File: config.mk
export PLATFORM = sky130hd
export DESIGN_NAME = apb_regfile_slave
export DESIGN_NICKNAME = d
export VERILOG_FILES = /design/src/rtl/apb_regfile_slave.sv
export SDC_FILE = /design/constraint.sdc
export NUM_CORES = 1
export LEC_CHECK = 0
export BUFFER_PORTS_ARGS = -buffer_cell sky130_fd_sc_hd__buf_2
export CAP_MARGIN = 20
export CORE_UTILIZATION = 45
export CTS_CLUSTER_DIAMETER = 60
export DETAILED_ROUTE_END_ITERATION = 16
export GPL_TIMING_DRIVEN = 0
export MAX_ROUTING_LAYER = met4
export PLACE_DENSITY = 0.73
export SYNTH_ARGS = -nofsm -noshare
export SYNTH_HDL_FRONTEND = slang
export SYNTH_SLANG_ARGS = --single-unit
File: constraint.sdc
create_clock -name pclk -period 4.9 [get_ports pclk]
set_input_delay 0 -clock pclk [delete_from_list [all_inputs] [get_ports pclk]]
set_output_delay 0 -clock pclk [all_outputs]
set_load 0.05 [all_outputs]
File: src/rtl/apb_regfile_slave.sv
// ---------------------------------------------------------------------------
// apb_regfile_slave
//   APB completer holding a NUM_REGS-deep word register file at BASE_ADDR.
//   It inserts WAIT_STATES pready-low cycles in the access phase. pslverr is
//   raised on a decode miss, a misaligned address or a write to a read-only
//   register. After each committed write, wr_pulse gives a one-cycle strobe
//   for the register that was written.
//
//   Optional feature: define APB_SLV_PSTRB_EN to add the pstrb port and
//   byte-lane write masking. Without it, every write replaces the full word.
//
// Ports
//   pclk, preset_n        clock, synchronous active-low reset
//   psel, penable, pwrite APB control
//   paddr, pwdata         byte address, write data
//   pstrb                 byte strobes (APB_SLV_PSTRB_EN only)
//   prdata, pready        read data, transfer complete
//   pslverr               transfer error, valid with pready
//   reg_q                 flat register contents, reg i at [i*DATA_W +: DATA_W]
//   wr_pulse              bit i high the cycle after reg i was written
//
// FSM (state_q holds the bus phase seen in the previous cycle; the
//      combinational "phase" is the bus phase of the current cycle)
//   state     | meaning
//   ST_IDLE   | no transfer, or the last transfer just completed
//   ST_SETUP  | setup phase seen; the access phase is expected next
//   ST_ACCESS | access phase in progress, waiting for wcnt to reach WAIT_STATES
// ---------------------------------------------------------------------------
module apb_regfile_slave #(
   parameter int                  ADDR_W      = 32,
   parameter int                  DATA_W      = 32,
   parameter int                  NUM_REGS    = 8,
   parameter logic [ADDR_W-1:0]   BASE_ADDR   = 'hA000,
   parameter int                  WAIT_STATES = 0,
   parameter logic [NUM_REGS-1:0] RO_MASK     = '0
) (
   input  logic                         pclk,
   input  logic                         preset_n,
   input  logic                         psel,
   input  logic                         penable,
   input  logic                         pwrite,
   input  logic [ADDR_W-1:0]            paddr,
   input  logic [DATA_W-1:0]            pwdata,
`ifdef APB_SLV_PSTRB_EN
   input  logic [DATA_W/8-1:0]          pstrb,
`endif
   output logic [DATA_W-1:0]            prdata,
   output logic                         pready,
   output logic                         pslverr,
   output logic [NUM_REGS*DATA_W-1:0]   reg_q,
   output logic [NUM_REGS-1:0]          wr_pulse
);

   localparam int IDX_W = (NUM_REGS > 1) ? $clog2(NUM_REGS) : 1;
   localparam logic [ADDR_W-1:0] END_ADDR = BASE_ADDR + ADDR_W'(4 * NUM_REGS);

   typedef enum logic [1:0] {ST_IDLE, ST_SETUP, ST_ACCESS} state_t;

   state_t            state_q, state_d, phase;
   logic [3:0]        wcnt_q, wcnt_d;
   logic [DATA_W-1:0] regs [NUM_REGS];
   logic [IDX_W-1:0]  idx;
   logic              hit;
   logic              commit;

   // Address decode. The master holds address and data stable through the
   // access phase, so the bus is decoded directly and nothing is captured.
   always_comb begin
      hit = (paddr >= BASE_ADDR) && (paddr < END_ADDR) && (paddr[1:0] == 2'b00);
      idx = IDX_W'((paddr - BASE_ADDR) >> 2);
   end

   always_comb begin
      phase   = ST_IDLE;
      state_d = ST_IDLE;
      wcnt_d  = 4'd0;
      if (psel && !penable)
         phase = ST_SETUP;
      else if (psel && penable && (state_q != ST_IDLE))
         phase = ST_ACCESS;   // penable with no preceding setup is ignored
      pready  = preset_n && (phase == ST_ACCESS) && (wcnt_q == 4'(WAIT_STATES));
      state_d = phase;
      if (pready)
         state_d = ST_IDLE;
      else if (phase == ST_ACCESS)
         wcnt_d = wcnt_q + 4'd1;
   end

   always_comb begin
      pslverr = pready && (!hit || (pwrite && RO_MASK[idx]));
      prdata  = (pready && !pwrite && hit) ? regs[idx] : '0;
      commit  = pready && pwrite && !pslverr;
   end

   always_ff @(posedge pclk) begin
      if (!preset_n) begin
         state_q  <= ST_IDLE;
         wcnt_q   <= 4'd0;
         wr_pulse <= '0;
         for (int i = 0; i < NUM_REGS; i++)
            regs[i] <= '0;
      end else begin
         state_q  <= state_d;
         wcnt_q   <= wcnt_d;
         wr_pulse <= commit ? (NUM_REGS'(1) << idx) : '0;
         if (commit) begin
`ifdef APB_SLV_PSTRB_EN
            for (int b = 0; b < DATA_W/8; b++)
               if (pstrb[b])
                  regs[idx][8*b +: 8] <= pwdata[8*b +: 8];
`else
            regs[idx] <= pwdata;
`endif
         end
      end
   end

   for (genvar g = 0; g < NUM_REGS; g++) begin : g_flat
      assign reg_q[g*DATA_W +: DATA_W] = regs[g];
   end

endmodule
After elaboration in Yosys (flattened, before gate mapping)
Memories as Yosys holds them, arrays and structs flattened.
Index checks and enable logic that the tools add are counted.

word-level totals
  RAM bits = 256
  bits in read-only memories = 8
  input bits = 69
  output and inout port bits = 298
  latch bits = 0
  register bits after elaboration = 14
  memories kept = 2
  word-level logic and storage cells = 50

memories
  memory            depth  width  rd ports  clocked after memory_dff  wr ports  line  RTL
  regs              8      32     9         0                         8         61    logic [DATA_W-1:0] regs [NUM_REGS];
  (name not given)  8      1      1         0                         0         90    pslverr = pready && (!hit || (pwrite && RO_MASK[idx]));

cells by class
  div/mod/pow operators = 0
  muxes and demuxes = 11
  reduce and logical (&&, ||, !) cells = 25
  shift-type cells = 1
  order comparisons = 3
  bitwise gates (word level) = 2
  multiply operators = 0
  $add $sub $neg = 2
  equality and inequality tests = 1

operator list
  kind                                                                            number
  32-bit two-way mux                                                              2
  32-bit by 16-bit >= comparator with 1-bit output, second input constant         1
  32-bit by 16-bit less-than comparator with 1-bit output, second input constant  1
  32-bit OR reduction                                                             1
  1-bit logical AND                                                               13
  1-bit by 3-bit << shifter with 8-bit output, first input constant               1
  1-bit two-way mux                                                               6
  5-bit by 1-bit subtractor with 5-bit output, second input constant              1
  4-bit by 1-bit adder with 4-bit output, second input constant                   1
  1-bit zero test                                                                 4
  4-bit zero test                                                                 1
  3-bit by 4-bit less-than comparator with 1-bit output, second input constant    1
  2-bit two-way mux                                                               2
  3-bit two-way mux                                                               1
  3-bit OR reduction                                                              1
  2-bit == test, second input constant                                            1
  2-bit zero test                                                                 1
  1-bit NOT                                                                       2
  2-bit AND reduction                                                             1
  2-bit nonzero test                                                              1
  2-bit OR reduction                                                              1
  1-bit logical OR                                                                1

Depth between registers and ports, before layout
  word-level depth = 15
  gate-level depth with buffers = 7
  mapped depth without buffers = 5

Worst setup path before layout
No wires, ideal clock.

  path kind = reg-to-reg
  start point = register wcnt_q[0]
  end point = memory regs[4][0] (enable)
  required time = 4430 ps
  clock period less this slack = 4091 ps
  cell stages (with the launch flop) = 7
  arrival time = 3621 ps
  setup time = 470 ps
  path buffers = 1
  setup slack = 809 ps
  cells stage by stage = dfxtp_1 -> inv_1 -> ha_1 -> nor3b_1 -> buf_2 -> nand4_1 -> o31ai_1

RTL lines
  item                      line  RTL
  start: declaration        60    logic [3:0] wcnt_q, wcnt_d;
  start signal: assignment  104   wcnt_q <= wcnt_d;
  end: declaration          61

Worst setup path after layout
  start point = register wcnt_q[0]
  end point = output port prdata[2]

between the ends
  word-level cells in the longest chain between the ends = 5

ends and longest elaborated chain
  item                             line  RTL
  4-bit zero test                  81    pready = preset_n && (phase == ST_ACCESS) && (wcnt_q == 4'(WAIT_STATES));
  1-bit logical AND                81
  1-bit logical AND (2 in series)  91    prdata = (pready && !pwrite && hit) ? regs[idx] : '0;
  32-bit two-way mux               91
  end: declaration                 47    output logic [DATA_W-1:0] prdata,

Every way passes these cells.

==> flow_summary_export.csv <==
group,metric,value,unit
status,status,"finished clean",
routing,route.detailed.drc,0,
routing,wire_per_inst,30.2,um
sta,clock.fmax,312,MHz
floorplan,initial_core_util,46.3,%
setup_path,worst-path-max-fanout,10,
synth,synth.mux.area_fraction,13.5,%
synth,post_synth_fa_ha_maj_area_fraction,0.192,%
synth,post_synth.cell_area_avg,15.1,um^2
min_path,worstHoldPathCells,3,
synth,share_of_the_yosys_chip_area_belonging_to_registers,61.2,%
sta,clock-skew-final,0.0215,ns
clock_network,clock_tree.root_cell,"sky130_fd_sc_hd__clkbuf_16",
routing,met2RoutedLength,24200,um
floorplan,design.portCount,367,
final_layout,fillerInstances,2224,
setup_path,timing_worst_setup_path_type,"flop to output port",
sta,slew_violations,0,
sta,grt_setup_unrepaired,"false",
synth,main_combinational_cell_family_by_area_after_synthesis,"simple AND/OR/NAND/NOR gates",
synth,ys_dominant_reg_cell,"sky130_fd_sc_hd__edfxtp_1",
synth,synthXorXnorAreaFrac,0.134,%
clock_network,cts_num_sinks,270,
place,dp_slack,2.00,ns
pwr,post-layout-total-power,5.90,mW
clock_network,cts-root-to-sink-buffers,3,
min_path,worstHoldPathType,"input port to flop",
sta,finalCriticalPeriod,3.20,ns
min_path,timing.hold.worst.start,"pwdata[22]",
final_layout,insertedDiodeCount,0,
sta,timing.final.ws_setup,1.70,ns
routing,detailroute.via_count,11043,
synth,synth-warning-count,0,
routing,dr.first_iter.drc_count,1992,
routing,vias_per_cell,6.58,
floorplan,dieHeight,172,um
clock_network,cts_tree,"yes",
setup_path,r2r-end,"regs[4][13]",
synth,synth-simple-area-share,18.8,%
sta,tightest_slew,0.973,ns
clock_network,insertion_delay,0.55,ns
setup_path,worst-r2r-setup-slack,2.15,ns
min_path,hold_path_end,"regs[3][22]",
setup_path,r2r-start,"wcnt_q[0]",
sta,post-route-period-util,65.3,%
synth,synth-async-reset-ratio,0,%
final_layout,finish.net_count,1348,
routing,dr.pass1.iters,5,
global_routing,antenna_found_initial,0,
routing,detailroute.wirelength.met3,6140,um
sta,report.final.hold_viol_count,0,
synth,synthDistinctLibCells,35,
global_routing,total_global_routing_overflow,0,
setup_path,worstRegToRegCells,7,
setup_path,crit_required,4.90,ns
synth,postSynthRegisterBits,270,
job,max_cap_violations,0,
floorplan,row_count,61,
global_routing,via_count_of_the_first_global_routing_pass,10525,
final_layout,final_layout_size_suffix_gt1_share,49.7,%
global_routing,grt_max_degree,18,
floorplan,floorplan.core_area,28200,um^2
sta,timing.final.setup_violations,0,
place,place_congestion,0.881,
place,post-dp-hpwl,36100,um
routing,route.layer.met1.wl,18200,um
final_layout,core_utilization_of_the_finished_layout,59.5,%
synth,mappedNetlistNets,934,
setup_path,crit_path_start_kind,"flop",
synth,synth_edf_count,256,
clock_network,cts.clk_slew.worst_paths,0.06,ns
setup_path,worst_ep_arrival_time,3.20,ns
routing,drt-total-wl,50600,um
final_layout,areaGrowthSynthToFinish,28.6,%
pwr,cellPowerDensity,352,nW/um^2
routing,route.antenna.remaining_nets,0,
synth,syn_area,13000,um^2
floorplan,dieArea,29600,um^2
place,buffer_ports.inserted,364,
setup_path,end_kind,"output port",
routing,highest_metal_layer_with_signal_wires,"met4",
clock_network,cts_buffers,29,
synth,synthCells,863,
sta,relSlewSlack,35.1,%
synth,synth-compound-area-share,0.682,%
clock_network,h-tree-depth,1,
floorplan,fp.dieW,172,um
global_routing,grt_pass1_wl,70100,um
clock_network,post_cts_resize_count,0,
pwr,ir_drop,0.000210,V
global_routing,groute.usage.overall,34.6,%
pwr,power.leakage,5.91,nW
-- power breakdown --
part	internal, mW	leakage [nW]	switching, mW
registers	2.63	2.54	0.0792
logic	0.234	2.88	0.640
clock network	1.40	0.485	0.920
-- worst max path at each step --
stage	startpoint	end	slack (ns)	cells after the start
after floorplan	wcnt_q[0]	regs[4][0]	0.81	6
after global placement	paddr[0]	regs[5][16]	-1.73	6
after detailed placement	paddr[14]	regs[2][8]	2.00	6
after CTS	wcnt_q[0]	prdata[20]	1.83	7
after global routing	wcnt_q[0]	prdata[2]	1.63	7
final	wcnt_q[0]	prdata[2]	1.70	7
-- through the flow --
stage          hold WS (ns)  setup TNS, ns  cell area [um^2]  cells
6_report             0.0180              0             16800   1677
5_1_grt              0.0249              0             16800   1677
4_1_cts             0.00456              0             16800   1677
3_5_place_dp          0.176              0             15700   1621
3_3_place_gp          0.173        -377.83             15300   1605
2_1_floorplan        0.0715              0             13000    863
-- layer usage --
layer | up-vias | global-route usage, %
met2 | 1013 | 55.2
met3 | 129 | 5.77
li1 | 4456 | -
met1 | 5445 | 44.4
met5 | - | -
met4 | 0 | 13.7
-- synth_stat cells (all sizes together) (5+ instances only) --
cell type | count | area [um^2]
and2 | 5 | 31.3
buf | 92 | 492
clkbuf | 25 | 93.8
dfxtp | 14 | 280
edfxtp | 256 | 7690
inv | 35 | 131
mux2i | 32 | 320
mux4 | 64 | 1440
nand4 | 10 | 87.6
nor3 | 9 | 45.0
nor4 | 292 | 2180
o31ai | 8 | 60.1
-- cell type report --
cell class | count | area, um^2 | area share, %
tap | 378 | 473 | 2.82
buffer | 117 | 586 | 3.50
multi-input combinational | 441 | 4450 | 26.6
clock inverter | 14 | 204 | 1.22
sequential | 270 | 7970 | 47.6
inverter | 35 | 131 | 0.784
timing repair buffer | 383 | 2140 | 12.8
clock buffer | 39 | 793 | 4.74
-- repair_timing --
item                                   4_1_cts  5_1_grt
hold buffers                                 3        0
setup buffers                                0        0
endpoints found under the hold margin        2        0
-- cells by family after synthesis --
| family | Yosys count |
|---|---|
| adder cells (fa/ha/maj) | 2 |
| AND/OR/NAND/NOR | 330 |
| buffers and inverters | 152 |
| AO/OA/AOI/OAI | 11 |
| multiplexers | 96 |
| flip-flops | 270 |
| XOR/XNOR | 2 |
-- registers in the layout, indices dropped and copies added, names as in the netlist --
| signal | count |
|---|---|
| regs | 256 |
| state_q | 2 |
| wcnt_q | 4 |
| wr_pulse | 8 |
-- critical path, cell delays in order, from the launching register on --
cell and delay (ns):
sky130_fd_sc_hd__dfxtp_1 0.32, sky130_fd_sc_hd__inv_1 0.08, sky130_fd_sc_hd__ha_1 0.16, sky130_fd_sc_hd__nor3b_1 0.25, sky130_fd_sc_hd__nand3b_1 0.37, sky130_fd_sc_hd__clkbuf_1 0.42, sky130_fd_sc_hd__nor4_1 0.68, sky130_fd_sc_hd__buf_2 0.39
-- layout by cell type (no fill, tap or decap), types with 2 or more instances in the layout --
cell type / instances
sky130_fd_sc_hd__nor4b_2: 2
sky130_fd_sc_hd__buf_8: 13
sky130_fd_sc_hd__mux2i_1: 32
sky130_fd_sc_hd__and3b_1: 2
sky130_fd_sc_hd__nor2b_1: 2
sky130_fd_sc_hd__buf_2: 444
sky130_fd_sc_hd__clkinv_1: 3
sky130_fd_sc_hd__nor4_1: 236
sky130_fd_sc_hd__nor4_2: 56
sky130_fd_sc_hd__and2_1: 5
sky130_fd_sc_hd__dlygate4sd3_1: 3
sky130_fd_sc_hd__edfxtp_1: 256
sky130_fd_sc_hd__buf_16: 4
sky130_fd_sc_hd__clkinv_2: 3
sky130_fd_sc_hd__o31ai_4: 8
sky130_fd_sc_hd__buf_1: 6
sky130_fd_sc_hd__clkbuf_16: 29
sky130_fd_sc_hd__inv_1: 35
sky130_fd_sc_hd__nand4_1: 6
sky130_fd_sc_hd__clkbuf_1: 32
sky130_fd_sc_hd__dfxtp_1: 14
sky130_fd_sc_hd__nand2_1: 2
sky130_fd_sc_hd__nor3_1: 9
sky130_fd_sc_hd__ha_1: 2
sky130_fd_sc_hd__nand4_2: 4
sky130_fd_sc_hd__clkbuf_8: 3
sky130_fd_sc_hd__buf_4: 3
sky130_fd_sc_hd__mux4_2: 64
sky130_fd_sc_hd__bufinv_16: 5
(Power assumes the default switching activity.)
